## config.mk

```make
export PLATFORM = sky130hd
export DESIGN_NAME = rx_char_replace
export DESIGN_NICKNAME = d
export VERILOG_FILES = /design/src/rtl/rx_char_replace.sv
export SDC_FILE = /design/constraint.sdc
export NUM_CORES = 1
export LEC_CHECK = 0
export CORE_UTILIZATION = 55
export CTS_CLUSTER_DIAMETER = 200
export DETAILED_ROUTE_END_ITERATION = 8
export DONT_BUFFER_PORTS = 1
export GPL_TIMING_DRIVEN = 0
export MAX_ROUTING_LAYER = met4
export PLACE_DENSITY = 0.74
export SYNTH_ARGS = -nofsm -noshare
export SYNTH_HDL_FRONTEND = slang
export SYNTH_SLANG_ARGS = --single-unit
export TNS_END_PERCENT = 30
```

## constraint.sdc

```tcl
create_clock -name clk_i -period 2.5 [get_ports clk_i]
set_input_delay 0.125 -clock clk_i [delete_from_list [all_inputs] [get_ports clk_i]]
set_output_delay 0.125 -clock clk_i [all_outputs]
set_load 0.05 [all_outputs]
```

## src/rtl/rx_char_replace.sv

```systemverilog
// JESD204B RX alignment character restoration: turns /F/ and /A/ back into the
// previous frame's last octet and flags control characters at illegal positions.
module rx_char_replace #(
  parameter int unsigned PARALLEL_OCTETS = 4,
  parameter int unsigned ERR_CNT_W       = 8
) (
  input  logic                         clk_i,
  input  logic                         rst_ni,
  input  logic                         scr_en_i,
  input  logic                         valid_i,
  input  logic [8*PARALLEL_OCTETS-1:0] data_i,
  input  logic [PARALLEL_OCTETS-1:0]   charisk_i,
  input  logic [PARALLEL_OCTETS-1:0]   sof_i,
  input  logic [PARALLEL_OCTETS-1:0]   eof_i,
  input  logic [PARALLEL_OCTETS-1:0]   somf_i,
  input  logic [PARALLEL_OCTETS-1:0]   eomf_i,
  input  logic                         clr_err_i,
  output logic                         valid_o,
  output logic [8*PARALLEL_OCTETS-1:0] data_o,
  output logic [PARALLEL_OCTETS-1:0]   sof_o,
  output logic [PARALLEL_OCTETS-1:0]   eof_o,
  output logic [PARALLEL_OCTETS-1:0]   somf_o,
  output logic [PARALLEL_OCTETS-1:0]   eomf_o,
  output logic                         err_align_o,
  output logic [ERR_CNT_W-1:0]         err_cnt_o
);

  localparam int unsigned P = PARALLEL_OCTETS;

  logic                 valid_q, valid_d;
  logic [8*P-1:0]       data_q, data_d;
  logic [P-1:0]         sof_q, sof_d, eof_q, eof_d, somf_q, somf_d, eomf_q, eomf_d;
  logic [7:0]           last_q, last_d;
  logic                 err_align_q, err_align_d;
  logic [ERR_CNT_W-1:0] err_cnt_q, err_cnt_d;

  logic [8*P-1:0] restored;
  logic [P-1:0]   err_vec;
  logic [7:0]     chain;
  logic           beat_err;

  // chain carries the most recent restored end-of-frame octet in wire order,
  // so after the loop it is exactly the next value of last_q.
  always_comb begin
    restored = data_i;
    err_vec  = '0;
    chain    = last_q;
    for (int i = 0; i < int'(P); i++) begin
      logic [7:0] oct;
      logic       is_f, is_a, repl;
      oct  = data_i[8*i +: 8];
      is_f = charisk_i[i] && (oct == 8'hFC);
      is_a = charisk_i[i] && (oct == 8'h7C);
      repl = !scr_en_i && ((is_f && eof_i[i] && !eomf_i[i]) || (is_a && eomf_i[i]));
      err_vec[i] = (is_a && !eomf_i[i]) || (is_f && (!eof_i[i] || eomf_i[i])) ||
                   (charisk_i[i] && !is_f && !is_a);
      if (repl) begin
        restored[8*i +: 8] = chain;
      end
      if (eof_i[i]) begin
        chain = restored[8*i +: 8];
      end
    end
  end

  assign beat_err = valid_i && (|err_vec);

  always_comb begin
    valid_d  = valid_i;
    data_d   = data_q;
    sof_d    = sof_q;
    eof_d    = eof_q;
    somf_d   = somf_q;
    eomf_d   = eomf_q;
    last_d   = last_q;
    if (valid_i) begin
      data_d = restored;
      sof_d  = sof_i;
      eof_d  = eof_i;
      somf_d = somf_i;
      eomf_d = eomf_i;
      last_d = chain;
    end
  end

  always_comb begin
    err_align_d = err_align_q;
    err_cnt_d   = err_cnt_q;
    if (clr_err_i) begin
      err_align_d = 1'b0;
      err_cnt_d   = '0;
    end else if (beat_err) begin
      err_align_d = 1'b1;
      if (err_cnt_q != '1) begin
        err_cnt_d = err_cnt_q + ERR_CNT_W'(1);
      end
    end
  end

  always_ff @(posedge clk_i or negedge rst_ni) begin
    if (!rst_ni) begin
      valid_q     <= 1'b0;
      data_q      <= '0;
      sof_q       <= '0;
      eof_q       <= '0;
      somf_q      <= '0;
      eomf_q      <= '0;
      last_q      <= '0;
      err_align_q <= 1'b0;
      err_cnt_q   <= '0;
    end else begin
      valid_q     <= valid_d;
      data_q      <= data_d;
      sof_q       <= sof_d;
      eof_q       <= eof_d;
      somf_q      <= somf_d;
      eomf_q      <= eomf_d;
      last_q      <= last_d;
      err_align_q <= err_align_d;
      err_cnt_q   <= err_cnt_d;
    end
  end

  assign valid_o     = valid_q;
  assign data_o      = data_q;
  assign sof_o       = sof_q;
  assign eof_o       = eof_q;
  assign somf_o      = somf_q;
  assign eomf_o      = eomf_q;
  assign err_align_o = err_align_q;
  assign err_cnt_o   = err_cnt_q;

endmodule

```

==> out/metrics.cfg <==
[routing]
dr.pass1.iters=5
num_vias=3147
totalWireLength_um=10400
drcViolationCount=0
via_per_inst=6.50
wl_per_cell_um=21.5
drt_iter0_markers=292
antenna_left=0

[clock_network]
clk_latency_ns=0.35
max-clock-path-buffers=2
cts_htree_levels=3
path_clk_slew_ns=0.08
cts_tree=done
cts_root_buffer=clkbuf_8
cts.sinks=66
cts_buffers=9

[place]
dpl.hpwl_um=7110
place.gp.congestion=0.932
portBuffers=0

[sta]
layout_min_cycle_time_ns=2.31
tightest_slew_ns=1.06
rsz0062_at_grt=false
setup_viol=0
max_slew_margin_pct=28.3
timing.final.crit_share_pct=92.4
hold_viol_final=0
fmax_ghz=0.433
slew_violations=0
skew_ns=0.00478
fin_tns_setup_ns=0

[power_and_ir_drop]
clkPwrFrac_pct=35.5
ir_worst_vdd_mv=0.408
pwr-share-comb_pct=12.4
p_sw_mw=0.996
seqPwrFrac_pct=52.1
p_per_area_nw_per_um2=690
power_leakage_nw=1.77
internal_power_mw=1.91
swShare_pct=34.2

[die]
top_level_ports=115
initial_core_util_pct=58.5
die_h_um=82.3
rows=28
core_sq_um=6060
die-area_sq_um=6770
die_w_um=82.3

[yosys]
synth_edf_count=0
async_flop_share_pct=100
ys_seq_area_share_pct=46.6
synth_area_leaders=dfrtp_1, mux2_2, a21oi_1
synth.most_common_cell=dfrtp_1
ys_ff_latch=66
yosys.area.top_type=dfrtp_1
synthTopCellsByCount=dfrtp_1, a21oi_1, nor2_1, nand2_1, mux2_2
avgSynthCellArea_sq_um=9.85
synthFlopType=dfrtp_1
syn_area_sq_um=3550
syn_inst=360
synth_top_cell_area_share_pct=46.6
ys_warn_count=0
syn_nets=418
synth.distinct_cells=56

[grt]
grt_start_max_net_pins=67
grt_pass1_wl_um=15700
grt_pass1_vias=3140
overflow=0
grt_use_total_pct=33.2
antenna_found_initial=0

[worst_hold_path]
whs_path_depth=2
min-delay-start=clr_err_i
holdPathEnd=err_cnt_o[3]
hp-class=in2reg

[layout]
fin_util_pct=69.6
drive_gt1_share_pct=12.0
area_growth_pct=18.9
nNetsFinal=462
diodes=0

[worst_setup_path]
path_class=reg2reg
crit_path_start=err_cnt_o[0]
end_kind=register
timing.rr.start=err_cnt_o[0]
arrival_ns=2.55
path_max_fanout=7
required_ns=2.74
reg2reg_depth=7
start_kind=register
regToRegEndpoint=err_cnt_o[7]
rrSetupSlack_ns=0.19

[flow_run]
maxCapViolCount=0

[status]
outcome=finished clean

-- registers in the layout, indices dropped and copies added (netlist names) --
register	flops
data_o	32
err_cnt_o	8
last_q	8
eof_o	4
eomf_o	4
sof_o	4
somf_o	4
err_align_o	1
valid_o	1
-- power groups by stage --
stage	clock, mW	combinational, mW	sequential, mW
floorplan	0	0.224	1.51
global placement	0	0.272	1.53
detailed placement	0	0.281	1.54
CTS	1.03	0.352	1.52
global route	1.08	0.392	1.53
finish	1.03	0.359	1.52
-- repair_timing --
item	CTS	global route
setup buffers	0	0
resized for setup	0	0
hold endpoints to repair	97	0
hold buffers	33	0
-- layer usage --
| layer | up-vias | wire length, um | track usage (%) |
|---|---|---|---|
| met1 | 1539 | 4140 | 41.6 |
| met3 | 28 | 1050 | 8.46 |
| met4 | 0 | 240 | 14.6 |
| li1 | 1398 | - | - |
| met2 | 182 | 4990 | 50.9 |
| met5 | - | 0 | - |
-- layout by cell type, fill, tap and decap left out, types with 6 or more instances in the layout --
master         netlist  layout
dfrtp_1             66      66
a21oi_1             39      39
nor2_1              34      34
dlygate4sd3_1        0      32
nand2_1             27      27
mux2_2              19      19
mux2i_1             16      16
nand2b_1            12      12
clkbuf_1            12      12
inv_1               11      11
o21ai_0             11      11
clkbuf_8             0      10
nor2b_1              8       8
and2_1               7       7
o211ai_1             7       7
a31oi_1              7       7
nand3b_1             6       6
-- layout make-up --
| type | count | area, sq um |
|---|---|---|
| Fill cell | 468 | 1840 |
| Multi-Input combinational cell | 266 | 1790 |
| Sequential cell | 66 | 1650 |
| Timing Repair Buffer | 33 | 348 |
| Clock buffer | 10 | 138 |
| Tap cell | 75 | 93.8 |
| Clock inverter | 6 | 90.1 |
| Buffer | 17 | 67.6 |
| Inverter | 11 | 41.3 |
-- worst max-delay path: stages, from the launching register on --
cell,delay [ns]
dfrtp_1,0.60
ha_1,0.34
and2_1,0.19
nand4_1,0.11
nand2_1,0.08
a21oi_2,0.30
nor3b_1,0.25
mux2_1,0.33
-- cell families (layout without fill, tap and decap cells) --
family                   Yosys count  in the layout  share of synthesized area [%]
AO/OA/AOI/OAI                    105            105                           20.0
XOR/XNOR                           4              4                          0.988
adder cells (fa/ha/maj)            1              1                          0.353
buffers and inverters             28             77                           3.07
flip-flops                        66             66                           46.6
multiplexers                      38             38                           11.6
AND/OR/NAND/NOR                  118            118                           17.4
-- stage by stage --
step           setup WS (ns)  cell area, sq um  std cells  hold WS, ns  total power, mW
3_5_place_dp          0.0866              3640        435       -0.169             1.82
6_report               0.189              4220        484       0.0101             2.91
4_1_cts                0.183              4220        484       0.0132             2.90
3_3_place_gp           0.141              3640        435       -0.169             1.80
2_1_floorplan          0.365              3550        360       -0.171             1.74
5_1_grt               0.0124              4220        484       0.0122             3.00
-- worst max-delay path by stage --
stage	endpoint	slack [ns]	cells after the start
after floorplan	err_cnt_o[7]	0.37	7
after global routing	err_cnt_o[7]	0.01	7
after detailed placement	err_cnt_o[4]	0.09	7
final	err_cnt_o[7]	0.19	7
after CTS	err_cnt_o[7]	0.18	7
after global placement	last_q[1]	0.14	6
Power figures use the tool's default switching activity.
